--- config.mk ---
export PLATFORM = sky130hd
export DESIGN_NAME = regfile_dump_reader
export DESIGN_NICKNAME = d
export VERILOG_FILES = /design/src/rtl/regfile_dump_reader.sv
export SDC_FILE = /design/constraint.sdc
export NUM_CORES = 1
export LEC_CHECK = 0
export CAP_MARGIN = 20
export CELL_PAD_IN_SITES_DETAIL_PLACEMENT = 1
export CELL_PAD_IN_SITES_GLOBAL_PLACEMENT = 2
export CORE_ASPECT_RATIO = 1.25
export CORE_MARGIN = 3
export CORE_UTILIZATION = 21
export CTS_BUF_LIST = sky130_fd_sc_hd__clkbuf_16
export DETAILED_ROUTE_END_ITERATION = 16
export HOLD_SLACK_MARGIN = 0.15
export PLACE_DENSITY = 0.87
export SLEW_MARGIN = 20
export SYNTH_ARGS = -nofsm -noshare
export SYNTH_HDL_FRONTEND = slang
export SYNTH_SLANG_ARGS = --single-unit
--- constraint.sdc ---
create_clock -name clk -period 2.48 [get_ports clk]
set_clock_uncertainty 0.2 [all_clocks]
set_input_delay 0.496 -clock clk [delete_from_list [all_inputs] [get_ports clk]]
set_output_delay 0.496 -clock clk [all_outputs]
set_load 0.05 [all_outputs]
--- src/rtl/regfile_dump_reader.sv ---
// Walks the register file in ascending order and streams each entry out on a valid/ready port.
// Define SKIP_XZR_EN to leave out the top (hard-wired zero) register.
module regfile_dump_reader #(
  parameter int WIDTH = 64,
  parameter int NREGS = 32,
  parameter int AW    = 5
) (
  input  logic             clk,
  input  logic             reset,
  input  logic             start,
  output logic [AW-1:0]    rd_addr,
  input  logic [WIDTH-1:0] rd_data,
  output logic             out_valid,
  input  logic             out_ready,
  output logic [WIDTH-1:0] out_data,
  output logic [AW-1:0]    out_addr,
  output logic             busy,
  output logic             done
);

`ifdef SKIP_XZR_EN
  localparam logic [AW-1:0] LAST = AW'(NREGS - 2);
`else
  localparam logic [AW-1:0] LAST = AW'(NREGS - 1);
`endif

  typedef enum logic [1:0] {IDLE, RUN, DRAIN} state_t;

  state_t           state;
  state_t           stateNext;
  logic [AW-1:0]    addr;
  logic [AW-1:0]    addrNext;
  logic             validNext;
  logic [WIDTH-1:0] dataNext;
  logic [AW-1:0]    outAddrNext;
  logic             doneNext;
  logic             load;

  always_ff @(posedge clk) begin
    if (reset) begin
      state     <= IDLE;
      addr      <= '0;
      out_valid <= 1'b0;
      out_data  <= '0;
      out_addr  <= '0;
      done      <= 1'b0;
    end else begin
      state     <= stateNext;
      addr      <= addrNext;
      out_valid <= validNext;
      out_data  <= dataNext;
      out_addr  <= outAddrNext;
      done      <= doneNext;
    end
  end

  // The output slot refills whenever it is empty or being emptied this cycle, so a
  // stalled consumer freezes the address counter and the held entry together.
  always_comb begin
    stateNext   = state;
    addrNext    = addr;
    validNext   = out_valid;
    dataNext    = out_data;
    outAddrNext = out_addr;
    doneNext    = 1'b0;
    load        = !out_valid || out_ready;

    case (state)
      IDLE: begin
        if (start) begin
          stateNext = RUN;
          addrNext  = '0;
        end
      end
      RUN: begin
        if (load) begin
          dataNext    = rd_data;
          outAddrNext = addr;
          validNext   = 1'b1;
          if (addr == LAST) begin
            stateNext = DRAIN;
          end else begin
            addrNext = addr + 1'b1;
          end
        end
      end
      DRAIN: begin
        if (out_valid && out_ready) begin
          validNext = 1'b0;
          doneNext  = 1'b1;
          addrNext  = '0;
          stateNext = IDLE;
        end
      end
      default: begin
        stateNext = IDLE;
        addrNext  = '0;
      end
    endcase
  end

  assign rd_addr = addr;
  assign busy    = (state != IDLE);

endmodule
* Word-level counts from Yosys, hierarchy flattened
Index checks and enable logic that the tools add are counted.
** Word-level totals
- Latch bits :: 0
- Memories :: 0
- Output and inout bits :: 77
- Flip-flop bits (word level) :: 78
- Memory bits (writable) :: 0
- ROM bits :: 0
** Operators by class
- Equality and inequality tests :: 8
- Div/mod/pow operators :: 0
- $lt $le $gt $ge :: 0
- Bitwise operators :: 1
- Add/subtract/negate cells :: 1
- Reductions and logical operators :: 11
- Shifts and indexed selects :: 0
- Muxes and demuxes :: 14
- Multiply operators :: 0
** Operators by type and width (count)
- 2-to-1 mux 5 bit :: 4
- case mux 5 bit (3 select lines) :: 1
- inequality test 2 bit, second input constant :: 5
- 2-to-1 mux 2 bit :: 4
- AND reduction 4 bit :: 2
- case mux 2 bit (3 select lines) :: 1
- adder 5 x 1 -> 5 bit, second input constant :: 1
- == test 5 bit, second input constant :: 1
- nonzero test 2 bit :: 2
- 2-to-1 mux 1 bit :: 3
- AND reduction 3 bit :: 1
- == test 2 x 1 -> 1 bit, second input constant :: 1
- == test 2 bit, second input constant :: 1
- logical NOT 2 bit :: 1
- case mux 1 bit (2 select lines) :: 1
- AND reduction 2 bit :: 1
- OR reduction 2 bit :: 1
- logical AND 1 bit :: 1
- logical NOT 1 bit :: 1
- logical OR 1 bit :: 1
- NOT 1 bit :: 1

* Depth between registers and ports, before layout
Gate-level depths: netlist (run 1).
- Depth after elaboration :: 4
- Depth in mapped cells :: 8
- Mapped depth without buffers :: 7

* Worst setup path after synthesis (run 1)
No wires, ideal clock.
- Path kind :: register to register
- Start :: reg addr[0] (netlist: rd_addr[0])
- End :: reg addr[2] (netlist: rd_addr[2])
- Data required time :: 2210 ps
- Path buffers :: 0
- Cell stages (with the launch flop) :: 8
- Arrival time :: 1939 ps
- Slack :: 271 ps
- Path through :: dfxtp_1 -> ha_1 -> and3_1 -> ha_1 -> nor2b_1 -> a221o_1 -> o21ai_1 -> o2bb2ai_1
** Between the ends
- Cells in the longest elaborated chain, start to end :: 4
- Elaborated cells on any way between the ends :: 7
** RTL lines
- from (decl) :: RTL line 31 : logic [AW-1:0] addr;
- from (signal assigned) :: RTL line 49 : addr <= addrNext;
- adder 5 x 1 -> 5 bit :: RTL line 83 : addrNext = addr + 1'b1;
- 2-to-1 mux 5 bit :: RTL line 80 : if (addr == LAST) begin
- 2-to-1 mux 5 bit :: RTL line 76 : if (load) begin
- case mux 5 bit (3 select lines) :: RTL line 68 : case (state)
Several ways; a longest one is shown, not always the timed one. The select of a mux whose other input is x is not followed.
A chain may end at the register's enable or synchronous reset.

* Final worst setup path (run 1)
- Start :: reg addr[0] (netlist: rd_addr[0])
- End :: out rd_addr[0]
** RTL lines
- to (decl) :: RTL line 11 : output logic [AW-1:0] rd_addr,
No word-level cell between the ends.

==> results.toml, run 1 <==
[clock_network]
clk_pin_slew_ps = 60
root_buffer = "clkbuf_16"
cts_resized = 0
clkLatencyLatePin_ps = 320
cts_hold_buffers = 0
cts_buffer_depth = 2
postCtsSetupBuffers = 0
clock-sinks = 78
cts_tree = "built"
cts_made_buffers = 9
h-tree-depth = 3

[grt]
grt_max_degree = 53
grt_first_pass_wirelength_um = 14610
track_usage_pct = 11.89
gr-total-overflow = 0
grt_pass1_vias = 2824
antenna_found_initial = 1

[power]
power.leakage_nw = 1.712
total_power_mw = 3.293
power_density_nw_per_um2 = 694.7
p_sw_share_pct = 28.68
combPwrFrac_pct = 20.5
p_int_mw = 2.349
clock_power_share_pct = 38.2
switching_power_mw = 0.9444
vdd_drop_max_v = 0.0002808
p_seq_share_pct = 41.2

[drt]
drt_first_pass_iters = 4
drt_iter0_markers = 104
dr_total_vias = 2839
ant_nets = 0
wl_um = 9023
via_per_inst = 4.256
wl_per_cell_um = 13.53
drc = 0

[place]
pre_cts_ws_ps = 177.8
port_buffers = 144
place_congestion = 0.7090
placed_cell_area_um2 = 4458
place_inst = 651
dpl.hpwl_um = 6607

[floorplanning]
core_area_um2 = 13290
rows = 47
ioPinCount = 145
fp.dieW_um = 110.6
dieArea_um2 = 15130
die_y_um = 136.8
initial_core_util_pct = 21.62

[critical_path]
critPathBufInv = 1
required_ps = 1780
crit_type = "register to output pin"
crit_chain = "clkdlybuf4s50_1"
cp_top_family = "buffers and inverters"
cp-end-kind = "output pin"
cp.arrival_ps = 1620
cp_max_fo = 6
cp-start-kind = "register"
cpPeakStageDelay_ps = 850
cp_slowest_cell = "clkdlybuf4s50_1"

[timing]
hold_viol_final = 0
fin_crit_ps = 2318
setup_ws_ps = 162.1
fin_hold_ws_ps = 252.0
setup_tns_ps = 0
tightestPinTransition_ps = 543.6
relSlewSlack_pct = 63.64
rsz0062_at_grt = "false"
fmax_mhz = 431.4
finalCritPeriodShare_pct = 93.47
finalMaxSlewViolations = 0
setup_viol = 0

[yosys]
synthCells = 355
ys_async_sr_fraction_pct = 0
ys_seq_elements = 78
syn_area_um2 = 2874
synth_edf_count = 0
synthesis.nets = 425
synth-seq-area-share_pct = 54.33
syn_area_per_cell_um2 = 8.096
synthDistinctLibCells = 29
synth_warnings = 0
synthFlopType = "dfxtp_1"

[layout]
diodes = 0
fin_nets = 561
drive_gt1_share_pct = 6.855
syn2layout_area_growth_pct = 64.95
fill_cells = 1577
fin_area_um2 = 4741
fin_cells = 667
final_util_pct = 35.67

[worst_hold_path]
worstHoldPathType = "register to register"

[flow_run]
maxCapViolations = 0

[outcome]
status = "completed"
sequential cells by signal, summed over array words and instances (netlist names):
| register | count |
|---|---|
| out_data | 64 |
| out_addr | 5 |
| rd_addr | 5 |
| state | 2 |
| done | 1 |
| out_valid | 1 |
cell type report:
class                      instances  area, um^2  area share (%)
sequential                        78        1562           32.94
timing repair buffer             150        1504           31.72
multi-input combinational        251        1175           24.78
clock buffer                       9       225.2           4.751
tap                              171       214.0           4.513
clock inverter                     7       57.56           1.214
inverter                           1       3.754         0.07918
Yosys cell counts, types with 2 or more instances:
| library cell | n | share of area [%] |
|---|---|---|
| and3_1 | 2 | 0.44 |
| buf_8 | 2 | 1.0 |
| a21oi_2 | 10 | 3.0 |
| a21o_1 | 2 | 0.52 |
| dfxtp_1 | 78 | 54 |
| nor3b_1 | 2 | 0.52 |
| o21ai_0 | 2 | 0.35 |
| a21oi_1 | 61 | 11 |
| nand2_1 | 140 | 18 |
| nor3_1 | 3 | 0.52 |
| nand3_1 | 4 | 0.70 |
| buf_4 | 3 | 0.78 |
| buf_2 | 6 | 1.0 |
| nand2b_1 | 7 | 1.5 |
| o21ai_1 | 2 | 0.35 |
| ha_1 | 2 | 0.87 |
| clkbuf_1 | 13 | 1.7 |
| nor2_1 | 5 | 0.65 |
power groups by stage:
| stage | combinational, mW | clock, mW | sequential (mW) |
|---|---|---|---|
| 2_1_floorplan | 0.178 | 0 | 1.61 |
| 3_3_place_gp | 0.675 | 0 | 1.38 |
| 3_5_place_dp | 0.686 | 0 | 1.39 |
| 4_1_cts | 0.687 | 1.32 | 1.36 |
| 5_1_grt | 0.723 | 1.36 | 1.37 |
| 6_report | 0.677 | 1.26 | 1.36 |
metal layers:
layer / global-route usage, % / routed length [um]
met1: 13.97 / 3795
met2: 20.55 / 4527
met3: 4.423 / 592
met4: 3.080 / 93
met5: 0 / 13
worst paths after layout:
| check | depth (start not counted) | startpoint | to | slack (ps) |
|---|---|---|---|---|
| max | 1 | rd_addr[0]$_SDFFE_PP0P_ | rd_addr[0] | 160 |
| min | 2 | out_data[53]$_SDFFE_PP0P_ | out_data[53]$_SDFFE_PP0P_ | 250 |
| max reg2reg | 7 | rd_addr[0]$_SDFFE_PP0P_ | rd_addr[2]$_SDFFE_PP0P_ | 360 |
| min reg2reg | 2 | out_data[53]$_SDFFE_PP0P_ | out_data[53]$_SDFFE_PP0P_ | 250 |
layout by cell type (no fill, tap or decap), types with 3 or more instances in the layout:
| master | synthesis | final |
|---|---|---|
| dfxtp_1 | 78 | 78 |
| clkdlybuf4s50_1 | 0 | 142 |
| nor2_1 | 5 | 5 |
| buf_4 | 3 | 5 |
| nand2_1 | 140 | 140 |
| clkbuf_16 | 0 | 9 |
| nand2b_1 | 7 | 7 |
| nand3_1 | 4 | 4 |
| inv_1 | 1 | 3 |
| nor3_1 | 3 | 3 |
| a21oi_2 | 10 | 10 |
| a21oi_1 | 61 | 61 |
kinds of logic (layout without fill, tap and decap cells):
logic type,count (synthesis),after routing,share of synthesized area [%]
AO/OA/AOI/OAI,80,80,15.76
adder cells (fa/ha/maj),2,2,0.8706
buffers and inverters,26,167,4.832
flip-flops,78,78,54.33
AND/OR/NAND/NOR,169,169,24.21
Note: power is estimated with default switching activity, not from simulation.
==> run 2: changes to the inputs <==
==> constraint.sdc (replaced) <==
create_clock -name clk -period 2.4 [get_ports clk]
set_clock_uncertainty 0.2 [all_clocks]
set_input_delay 0.48 -clock clk [delete_from_list [all_inputs] [get_ports clk]]
set_output_delay 0.48 -clock clk [all_outputs]
set_load 0.05 [all_outputs]
==> run 2 against run 1 <==
Effect of this change: core utilization is 0.24 points higher; via count shrank 0.81%; non-clock buffer count unchanged; critical path type unchanged; clock power grew 13%; global-route usage about the same; cell area is 0.69% higher; power is 7.3% higher; combinational power grew 3.0%; worst hold slack better by 2.0 ps.
==> results.toml, run 2 (synthesized netlist as in run 1, its figures left out) <==
[outcome]
status = "completed"

[layout]
fill_cells = 1581
fin_nets = 561
multi_input_area_um2 = 1175
layout_common_cells = "clkdlybuf4s50_1, nand2_1, dfxtp_1"
largest_reg_flops = 64
diodes = 0
drive_gt1_share_pct = 7.460
largest-register = "out_data"
final_util_pct = 35.92
final_common_cell = "clkdlybuf4s50_1"
syn2layout_area_growth_pct = 66.09
regArea_um2 = 1562
fin_cells = 667

[clock_network]
cts_buffer_depth = 2
h-tree-depth = 3
root_buffer = "clkbuf_16"
clk_pin_slew_ps = 60
clkLatencyLatePin_ps = 330
cts_resized = 0
postCtsSetupBuffers = 0
cts_hold_buffers = 0
clock-sinks = 78
cts_made_buffers = 9
cts_tree = "built"

[grt]
antenna_found_initial = 1
grt_pass1_vias = 2893
grt_max_degree = 53
grt_first_pass_wirelength_um = 14680
track_usage_pct = 11.87
gr-total-overflow = 0

[place]
pre_cts_ws_ps = 244.7
place_inst = 651
place_congestion = 0.7107
dpl.hpwl_um = 6573
port_buffers = 144

[timing]
fmax_mhz = 435.8
tightestPinTransition_ps = 542.1
fin_crit_ps = 2295
rsz0062_at_grt = "false"
relSlewSlack_pct = 63.75
setup_ws_ps = 105.4
finalCritPeriodShare_pct = 95.61
hold_viol_final = 0
finalMaxSlewViolations = 0
setup_viol = 0
setup_tns_ps = 0

[critical_path]
cp_max_fo = 6
cp.arrival_ps = 1610
critPathLaunch = "rd_addr[0]$_SDFFE_PP0P_"
r2r_slack_ps = 340
crit_type = "register to output pin"
crit_chain = "clkdlybuf4s50_1"
cp-start-kind = "register"
worstReg2RegEnd = "rd_addr[1]$_SDFFE_PP0P_"
cpPeakStageDelay_ps = 850
required_ps = 1720
reg2reg_depth = 7
critPathBufInv = 1
cp-end-kind = "output pin"
reg2reg_from = "rd_addr[0]$_SDFFE_PP0P_"
cp_slowest_cell = "clkdlybuf4s50_1"
cp_top_family = "buffers and inverters"

[drt]
drt_first_pass_iters = 4
wl_per_cell_um = 13.57
drt_iter0_markers = 94
dr_total_vias = 2816
ant_nets = 0
via_per_inst = 4.222
wl_um = 9050
drc = 0

[power]
switching_power_mw = 0.9912
p_sw_share_pct = 28.05
combPwrFrac_pct = 19.7
power_density_nw_per_um2 = 740.4
total_power_mw = 3.534
p_int_mw = 2.543
p_seq_share_pct = 39.7
power.leakage_nw = 1.725
vdd_drop_max_v = 0.0002806
clock_power_share_pct = 40.5

[worst_hold_path]
min_path_cells = 2
holdPathEnd = "out_data[57]$_SDFFE_PP0P_"
hp-start = "out_data[57]$_SDFFE_PP0P_"
worstHoldPathType = "register to register"

[floorplanning]
fp.dieW_um = 110.6
ioPinCount = 145
dieArea_um2 = 15130
core_area_um2 = 13290
rows = 47
die_y_um = 136.8
initial_core_util_pct = 21.62

[flow_run]
maxCapViolations = 0
[run 2: per-layer routing]
metal  global-route usage (%)  vias to the layer above  part of all wire (%)
li1                         -                     1422                     -
met1                    13.71                     1291                    42
met2                    20.65                       91                    50
met3                    4.467                       10                   6.8
met4                    3.285                        2                   1.1
met5                        0                        -                  0.14
[run 2: worst max-delay path by stage]
| stage | endpoint | slack [ps] | cells after the start |
|---|---|---|---|
| floorplan | rd_addr[2]$_SDFFE_PP0P_ | 190 | 7 |
| global placement | out_addr[4]$_SDFFE_PP0P_ | 290 | 6 |
| detailed placement | rd_addr[1]$_SDFFE_PP0P_ | 240 | 5 |
| CTS | rd_addr[0] | 80 | 1 |
| global route | rd_addr[0] | 40 | 1 |
| finish | rd_addr[0] | 110 | 1 |
[run 2: stage by stage]
step                      area, um^2  hold slack (ps)
after floorplan                 2874            318.5
after global placement          4458            241.9
after detailed placement        4458            248.7
after CTS                       4773            256.7
after global routing            4773            270.4
final                           4773            254.0
[run 2: final cells by class]
type / instances / share of cell area, %
clock buffer: 9 / 4.718
clock inverter: 7 / 1.887
inverter: 1 / 0.07864
multi-input combinational: 251 / 24.61
sequential: 78 / 32.71
tap: 171 / 4.482
timing repair buffer: 150 / 31.51
[run 2: power by group through the flow]
stage	logic [mW]	registers, mW	clock network (mW)
finish	0.697	1.40	1.43
global route	0.744	1.41	1.55
global placement	0.697	1.43	0
floorplan	0.184	1.66	0
detailed placement	0.706	1.43	0
CTS	0.708	1.41	1.50
==> run 3: changes to the inputs <==
--- a/config.mk
+++ b/config.mk
@@ -9,7 +9,6 @@
 export CELL_PAD_IN_SITES_DETAIL_PLACEMENT = 1
 export CELL_PAD_IN_SITES_GLOBAL_PLACEMENT = 2
 export CORE_ASPECT_RATIO = 1.25
-export CORE_MARGIN = 3
 export CORE_UTILIZATION = 21
 export CTS_BUF_LIST = sky130_fd_sc_hd__clkbuf_16
 export DETAILED_ROUTE_END_ITERATION = 16
==> run 3 against run 2 <==
Effect of this change: count of clock-buffer cells in the layout did not move; core utilization barely moved; power fell by 3.6%; worst hold slack improved by 1.3 ps; global-route usage rose by 1.6 points; critical endpoint is now out_valid; combinational power rose by 1%.
==> results.toml, run 3 (synthesized netlist as in run 1, its figures left out) <==
[drt]
drc = 0
ant_nets = 0
drt_iter0_markers = 92
drt_first_pass_iters = 4
dr_total_vias = 2893
via_per_inst = 4.324
wl_um = 9200
wl_per_cell_um = 13.75

[critical_path]
cp-start-kind = "register"
crit_chain = "clkdlybuf4s50_1"
r2r_slack_ps = 320
cp-end-kind = "output pin"
required_ps = 1720
critPathBufInv = 1
cp_slowest_cell = "clkdlybuf4s50_1"
cp_top_family = "buffers and inverters"
crit_type = "register to output pin"
cp_max_fo = 6
cp.arrival_ps = 1610
cpPeakStageDelay_ps = 860

[layout]
fin_nets = 563
largest_reg_flops = 64
syn2layout_area_growth_pct = 65.87
fin_area_um2 = 4767
layout_common_cells = "clkdlybuf4s50_1, nand2_1, dfxtp_1"
largest-register = "out_data"
final_common_cell = "clkdlybuf4s50_1"
fin_cells = 669
final_util_pct = 35.87
diodes = 0
drive_gt1_share_pct = 7.028

[grt]
gr-max-usage-layer = "met2"
grtUsageMet1_pct = 15.20
grt_max_degree = 48
track_usage_pct = 13.44
met2_usage_pct = 23.58
grt_first_pass_wirelength_um = 15060
gr-total-overflow = 0
grt_use_met3_pct = 4.236
antenna_found_initial = 1
grt_pass1_vias = 3041

[clock_network]
h-tree-depth = 3
cts_buffer_depth = 2
clock-sinks = 78
postCtsSetupBuffers = 0
cts_hold_buffers = 0
root_buffer = "clkbuf_16"
clk_pin_slew_ps = 60
clkLatencyLatePin_ps = 330
cts_resized = 0
cts_tree = "built"
cts_made_buffers = 9

[place]
place_congestion = 0.7557
placed_cell_area_um2 = 4486
dpl.hpwl_um = 6541
place_inst = 653
port_buffers = 144

[power]
power.leakage_nw = 1.721
power_density_nw_per_um2 = 714.6
total_power_mw = 3.406
vdd_drop_max_v = 0.0003912

[floorplanning]
initial_core_util_pct = 21.62
dieArea_um2 = 14160
rows = 47
core_area_um2 = 13290
die_y_um = 132.8
ioPinCount = 145
fp.dieW_um = 106.6

[timing]
fmax_mhz = 437.1
hold_viol_final = 0
setup_viol = 0
fin_crit_ps = 2288
tightestPinTransition_ps = 566.9
rsz0062_at_grt = "false"
setup_tns_ps = 0
finalCritPeriodShare_pct = 95.32
relSlewSlack_pct = 62.21
finalMaxSlewViolations = 0

[flow_run]
maxCapViolations = 0

[outcome]
status = "completed"

[worst_hold_path]
worstHoldPathType = "register to register"
==> run 3: changes by cell type in the layout (fill, tap and decap cells not counted), sizes merged <==
cell,delta
buf,+2
bufinv,-1
clkinv,+1
==> run 3: power by group <==
| part | internal (mW) | total [mW] | switching (mW) |
|---|---|---|---|
| Combinational | 0.279 | 0.706 | 0.426 |
| Sequential | 1.36 | 1.40 | 0.0400 |
| Clock | 0.787 | 1.30 | 0.509 |
==> run 3: worst reg2reg max path, cell delays in order (launching register included) <==
cell and delay (ps):
dfxtp_1 430, ha_1 220, and3_1 160, ha_1 190, nor2b_1 60, a221o_1 450, o21ai_1 180, o2bb2ai_1 120
==> run 3: worst paths after layout <==
path | start | to | cells past startpoint
setup / recovery | out_valid$_SDFFE_PP0P_ | out_valid | 1
hold / removal | out_addr[0]$_SDFFE_PP0P_ | out_addr[0]$_SDFFE_PP0P_ | 2
hold reg to reg | out_addr[0]$_SDFFE_PP0P_ | out_addr[0]$_SDFFE_PP0P_ | 2
setup reg to reg | rd_addr[0]$_SDFFE_PP0P_ | rd_addr[2]$_SDFFE_PP0P_ | 7
==> run 3: cell type report <==
cell class              count  area, um^2
clock buffers               9       225.2
clock inverters             7       56.30
fillers                  1574        8523
inverters                   1       3.754
multi-input cells         251        1175
flip-flops and latches     78        1562
well taps                 171       214.0
repair buffers            152        1531
==> run 3: routing by layer <==
| layer | share of wire (%) | up-vias |
|---|---|---|
| met5 | 0.087 | - |
| met2 | 51 | 87 |
| met4 | 1.2 | 2 |
| met3 | 7.2 | 12 |
| met1 | 41 | 1368 |
| li1 | - | 1424 |
==> run 3: per-stage QoR <==
stage / setup slack, ps / hold slack, ps
after global routing: 34.00 / 275.0
after CTS: 95.18 / 255.1
after floorplan: 190.8 / 318.5
after detailed placement: 190.9 / 247.1
after global placement: 258.6 / 241.5
final: 112.3 / 255.3
